--- src/rtl/regfile_2w3r.sv ---
// Three-read, two-write register file with optional bypass and hardwired zero.
// A Clr pulse starts a sweep that zeroes one register per cycle while Busy is high.
module regfile_2w3r #(
  parameter int WIDTH    = 32,
  parameter int ADDR_W   = 5,
  parameter int ZERO_REG = 1,
  parameter int BYPASS   = 1
) (
  input  logic              Clk,
  input  logic              Rst,
  input  logic [ADDR_W-1:0] RA,
  input  logic [ADDR_W-1:0] RB,
  input  logic [ADDR_W-1:0] RC,
  output logic [WIDTH-1:0]  BusA,
  output logic [WIDTH-1:0]  BusB,
  output logic [WIDTH-1:0]  BusC,
  input  logic [ADDR_W-1:0] RW0,
  input  logic [WIDTH-1:0]  BusW0,
  input  logic              RegWr0,
  input  logic [ADDR_W-1:0] RW1,
  input  logic [WIDTH-1:0]  BusW1,
  input  logic              RegWr1,
  input  logic              Clr,
  output logic              Busy
);

  localparam int DEPTH = 2 ** ADDR_W;

  typedef enum logic {
    IDLE  = 1'b0,
    SWEEP = 1'b1
  } state_e;

  state_e              state_q, state_d;
  logic [ADDR_W-1:0]   ptr_q, ptr_d;
  logic                busy_q, busy_d;
  logic [WIDTH-1:0]    regs_q [DEPTH];

  logic zero_en;
  logic byp_en;
  logic wr0_en, wr1_en, wr0_keep;

  assign zero_en = (ZERO_REG != 0);
  assign byp_en  = (BYPASS != 0);

  // Writes only land in IDLE; address 0 is dropped when it is hardwired.
  assign wr0_en   = RegWr0 && (state_q == IDLE) && !(zero_en && (RW0 == '0));
  assign wr1_en   = RegWr1 && (state_q == IDLE) && !(zero_en && (RW1 == '0));
  assign wr0_keep = wr0_en && !(wr1_en && (RW1 == RW0));

  function automatic logic [WIDTH-1:0] read_port(input logic [ADDR_W-1:0] addr);
    logic [WIDTH-1:0] data;
    data = regs_q[addr];
    if (byp_en) begin
      if (wr0_en && (RW0 == addr)) data = BusW0;
      if (wr1_en && (RW1 == addr)) data = BusW1;
    end
    if (zero_en && (addr == '0)) data = '0;
    return data;
  endfunction

  assign BusA = read_port(RA);
  assign BusB = read_port(RB);
  assign BusC = read_port(RC);
  assign Busy = busy_q;

  always_comb begin
    state_d = state_q;
    ptr_d   = ptr_q;
    busy_d  = busy_q;
    case (state_q)
      IDLE: begin
        if (Clr) begin
          state_d = SWEEP;
          ptr_d   = '0;
          busy_d  = 1'b1;
        end
      end
      SWEEP: begin
        ptr_d = ptr_q + 1'b1;
        if (ptr_q == {ADDR_W{1'b1}}) begin
          state_d = IDLE;
          ptr_d   = '0;
          busy_d  = 1'b0;
        end
      end
      default: begin
        state_d = IDLE;
        ptr_d   = '0;
        busy_d  = 1'b0;
      end
    endcase
  end

  always_ff @(posedge Clk or negedge Rst) begin
    if (!Rst) begin
      state_q <= IDLE;
      ptr_q   <= '0;
      busy_q  <= 1'b0;
    end else begin
      state_q <= state_d;
      ptr_q   <= ptr_d;
      busy_q  <= busy_d;
    end
  end

  // The sweep owns the array exclusively; port 1 wins a same-address collision.
  always_ff @(posedge Clk or negedge Rst) begin
    if (!Rst) begin
      for (int i = 0; i < DEPTH; i++) begin
        regs_q[i] <= '0;
      end
    end else if (state_q == SWEEP) begin
      regs_q[ptr_q] <= '0;
    end else begin
      if (wr0_keep) regs_q[RW0] <= BusW0;
      if (wr1_en)   regs_q[RW1] <= BusW1;
    end
  end

endmodule
--- config.mk ---
export PLATFORM = sky130hd
export DESIGN_NAME = regfile_2w3r
export DESIGN_NICKNAME = d
export VERILOG_FILES = /design/src/rtl/regfile_2w3r.sv
export SDC_FILE = /design/constraint.sdc
export NUM_CORES = 2
export LEC_CHECK = 0
export BUFFER_PORTS_ARGS = -buffer_cell sky130_fd_sc_hd__buf_2
export CAP_MARGIN = 20
export CORE_MARGIN = 2
export CORE_UTILIZATION = 65
export CTS_BUF_LIST = sky130_fd_sc_hd__clkbuf_8 sky130_fd_sc_hd__clkbuf_16
export DETAILED_ROUTE_END_ITERATION = 8
export HOLD_SLACK_MARGIN = 0.12
export PLACE_DENSITY = 0.93
export SETUP_SLACK_MARGIN = 0.4
export SYNTH_ARGS = -nofsm -noshare
export SYNTH_HDL_FRONTEND = slang
export SYNTH_SLANG_ARGS = --single-unit
--- constraint.sdc ---
create_clock -name Clk -period 3.5 [get_ports Clk]
set_input_delay 0.525 -clock Clk [delete_from_list [all_inputs] [get_ports Clk]]
set_output_delay 0.525 -clock Clk [all_outputs]
set_load 0.01 [all_outputs]
==> metrics.csv, run 1 <==
metric;value;unit
dominant synthesized flop cell;dfrtp_1;
Post-Syn Nets;9081;
Synth Area in XOR/XNOR;0.372;%
largest family of logic cells by synthesized area;compound AO/OA/AOI/OAI gates;
Synth Area per Inst;9.17;um2
post-synthesis compound-gate area fraction;33.6;%
Yosys top cell by area;dfrtp_1;
top cells by count, synth;1617 x o21ai_0, 1031 x dfrtp_1, 979 x a21oi_1;
# IOs;191;
Synth area leaders;dfrtp_1 31%, mux4_2 12%, o21ai_0 9.8%;
H-tree depth;3;
unique cell type count in the Yosys netlist;62;
largest net degree at the start of global routing;275;
Failed at;global routing (5_1_grt);
mapped cell area;0.0824;mm2
count leader, synth;o21ai_0;
routability cong.;1.32;
first-pass GRT wire length;943;mm
FP Rows;130;
GRT Overall Usage;98.7;%
Yosys reg bits;1031;
simple-gate share of the synthesized area;6.52;%
port bufs;190;
post-synthesis mux area share;21.1;%
Overflow after GRT;9167;
die width;360;um
synth warn;0;
Starting Density;65.5;%
Synth Instances;8982;
number of synthesized flops with an enable pin;0;
Root Driver;clkbuf_16;
Clock Tree Buf Depth;3;
async set-or-reset flop fraction in the synthesized netlist;100;%
vias in the first global route;127000;
die height;360;um
Num CTS Buffers;112;
area fraction of the dominant cell type after synthesis;31.3;%
Setup WS pre-CTS;-0.437;ns
status;did not finish;
adder-cell share of the synthesized area;0.0759;%
sequential share of the synthesized area;31.3;%
Error;[ERROR GRT-0116] Global routing finished with congestion. Check the congestion regions in the DRC Viewer.;
post-detail-place hpwl;290;mm
CTS Sinks;1031;
## cell families after synthesis
logic type                 count (synthesis)
xor gates and xnor gates                  35
DFF                                     1031
and+or+nand+nor                         1053
adders and majority gates                  5
buffers and inverters                   1187
muxes                                   1149
AOI/OAI and AO/OA                       4522
## timing repair
item,4_1_cts
pin swaps,173
gates resized for setup,735
setup buffers,96
hold endpoints to repair,46
setup endpoints to repair,106
hold buffers,2
cloned,25
## routing by layer
metal | GRT usage (%) | overflow
met2 | 109 | 4427
met5 | 85.4 | 184
met3 | 94.2 | 1418
met4 | 99.7 | 1623
met1 | 93.7 | 1515
## through the flow
stage / utilization [%] / hold slack, ns / cell area (um2) / std cells
after floorplan: - / 0.229 / 82400 / 8982
after global placement: 69.7 / 0.498 / 87600 / 10400
after detailed placement: 69.7 / 0.514 / 87600 / 10400
after CTS: 76.5 / 0.160 / 96200 / 10800
==> inputs of run 2 (changes only) <==
==> config.mk (replaced) <==
export PLATFORM = sky130hd
export DESIGN_NAME = regfile_2w3r
export DESIGN_NICKNAME = d
export VERILOG_FILES = /design/src/rtl/regfile_2w3r.sv
export SDC_FILE = /design/constraint.sdc
export NUM_CORES = 2
export LEC_CHECK = 0
export BUFFER_PORTS_ARGS = -buffer_cell sky130_fd_sc_hd__buf_2
export CAP_MARGIN = 20
export CORE_MARGIN = 2
export CORE_UTILIZATION = 40
export DETAILED_ROUTE_END_ITERATION = 8
export PLACE_DENSITY_LB_ADDON = 0.15
export SYNTH_ARGS = -nofsm -noshare
export SYNTH_HDL_FRONTEND = slang
export SYNTH_SLANG_ARGS = --single-unit
==> metrics.csv, run 2 <==
metric;value;unit
Synth area leaders;dfrtp_1 31%, mux4_2 12%, o21ai_0 9.8%;
worst min path class;in2reg;
Worst slew margin;18.9;%
Finished Layout Cells;12300;
simple-gate share of the synthesized area;6.52;%
drt wl/cell;47.3;um
sequential share of the synthesized area;31.3;%
most frequent cells in the layout;1513 x o21ai_0, 1024 x buf_4, 986 x dfrtp_1;
post-synthesis compound-gate area fraction;33.6;%
skew final;0.0356;ns
CTS tree;done;
die height;458;um
Placed Cells;11900;
Biggest register;regs_q;
final setup margin;-0.411;ns
crit-path max FO;2;
Yosys top cell by area;dfrtp_1;
Final Core Density;50.7;%
Leakage;38.9;nW
GRT Overall Usage;53.8;%
dominant synthesized flop cell;dfrtp_1;
adder-cell share of the synthesized area;0.0759;%
synth warn;0;
Pwr Density;457;mW/mm2
1st-iter DRT viols;18800;
total of max-cap violations;0;
commonest non-fill, non-tap cell in the layout;o21ai_0;
CP Launch Type;flop;
Final Hold Fails;0;
endpoints failing setup;90;
Overflow after GRT;0;
Final Critical Period;3.91;ns
Die ar.;0.210;mm2
Layout area overhead;26.0;%
max reg flops;1024;
fin nets;9591;
Register Area;0.0259;mm2
Vias/cell;7.71;
Sw Pwr;20.6;mW
Clock Tree Buf Depth;3;
Post-Syn Nets;9081;
routability cong.;1.12;
vias in the first global route;84800;
Synth Area in XOR/XNOR;0.372;%
number of synthesized flops with an enable pin;0;
RSZ-0062 raised after global routing;true;
critical path type;reg2out;
Clock Latency Late Sink;0.85;ns
die width;458;um
area post-placement;0.0936;mm2
Core Area;0.205;mm2
Clk pwr share;33.7;%
Root Driver;clkbuf_16;
final wirelength;584;mm
CTS Sinks;1031;
share of cells above drive strength 1;31.7;%
Tcrit/Tclk final;112;%
H-tree depth;4;
fillcell total;18700;
# IOs;191;
largest family of logic cells by synthesized area;compound AO/OA/AOI/OAI gates;
multi-input combinational cell area;0.0543;mm2
unique cell type count in the Yosys netlist;62;
Num CTS Buffers;137;
drt drc;0;
Data arrival, critical path;3.39;ns
initial antenna violation count;70;
switching share of power;43.4;%
Synth Instances;8982;
Max rail drop VDD;1260;uV
first-pass GRT wire length;775;mm
Worst setup startpoint;regs_q[827];
crit end category;output port;
port bufs;190;
area fraction of the dominant cell type after synthesis;31.3;%
Int Pwr;26.8;mW
worst r2r src;state_q;
mapped cell area;0.0824;mm2
CP Data Required Time;2.97;ns
count leader, synth;o21ai_0;
Worst-path clk slew;0.06;ns
Comb pwr share;38.4;%
failing checks;setup timing;
HP Start;Clr;
post-detail-place hpwl;407;mm
post-synthesis mux area share;21.1;%
status;complete, but fails checks;
largest net degree at the start of global routing;214;
fmax;0.256;GHz
top flop regs;regs_q: 1024 flops, ptr_q: 5 flops;
Tightest Pin Transition;1.21;ns
top cells by count, synth;1617 x o21ai_0, 1031 x dfrtp_1, 979 x a21oi_1;
Sequential Power Share;27.9;%
Final Cell Area;0.104;mm2
async set-or-reset flop fraction in the synthesized netlist;100;%
Synth Area per Inst;9.17;um2
Starting Density;40.3;%
Yosys reg bits;1031;
FP Rows;166;
Final Slew Violations;0;
Initial DRT Pass Iterations;9;
vias;95200;
Routed Antenna Nets;0;
==> run 2: cell counts after synthesis <==
Identical to the previous run, type by type.
==> run 2: cells by family (layout without fill, tap and decap cells) <==
family / Yosys count / after routing
AOI/OAI and AO/OA: 4522 / 4522
buffers and inverters: 1187 / 1812
muxes: 1149 / 1149
and+or+nand+nor: 1053 / 1053
DFF: 1031 / 1031
xor gates and xnor gates: 35 / 35
adders and majority gates: 5 / 5
other: 0 / 47
==> run 2: critical path, cell delays in order (launching register included) <==
cell,delay (ns)
dfrtp_1,0.40
mux4_2,0.58
a22o_1,0.26
a21oi_2,0.22
buf_6,0.19
nand4_1,0.31
o211ai_1,0.30
nand2_1,0.12
buf_2,0.15
==> run 2: layer usage <==
layer	vias to the layer above	share of wire (%)	GRT usage, %
met5	-	0.067	0.896
met4	26	9.3	39.2
met3	2047	16	26.0
met2	9405	39	71.6
met1	47700	36	66.8
li1	36000	-	-
==> run 2: stage by stage <==
step	setup WS, ns	TNS, ns	hold slack (ns)	power, mW
global route	-0.336	-10.47	0.0257	48.4
detailed placement	-0.879	-17.50	0.509	30.0
CTS	-0.305	-8.65	0.00368	46.1
finish	-0.411	-11.45	0.0455	47.4
global placement	-0.885	-16.42	0.504	29.6
floorplan	0.586	0	0.229	22.4
==> run 2: layout make-up <==
type	count	share of cell area, %
clock inverters	63	0.928
well taps	2688	3.24
flip-flops and latches	1031	24.9
repair buffers	1549	14.6
inverters	9	0.0398
diodes	47	0.113
clock buffers	191	3.82
multi-input cells	6764	52.3
==> run 2: timing repair <==
item	in CTS	in global routing
pin swaps	144	125
buffers inserted	90	59
resized for setup	617	268
hold endpoints to repair	17	0
hold buffers	1	0
cloned	12	12
endpoints found under the setup margin	96	94
==> run 2: worst paths after layout <==
kind                                    end  slack [ns]  cells after the start
min in group asynchronous       regs_q[702]        0.30                      2
max in group asynchronous       regs_q[678]        1.94                      3
worst max register to register  regs_q[933]        0.16                      7
worst min register to register  regs_q[579]        0.53                      1
worst max-delay path               BusB[27]       -0.41                      8
worst min-delay path               ptr_q[1]        0.05                      2
==> run 2: power groups by stage <==
stage	logic, mW	clock network (mW)	registers [mW]
after floorplan	9.36	0	13.0
after global placement	16.2	0	13.3
final	18.2	16.0	13.2
after detailed placement	16.7	0	13.4
after CTS	17.1	15.9	13.1
after global routing	18.8	16.3	13.2
Power figures use the tool's default switching activity.
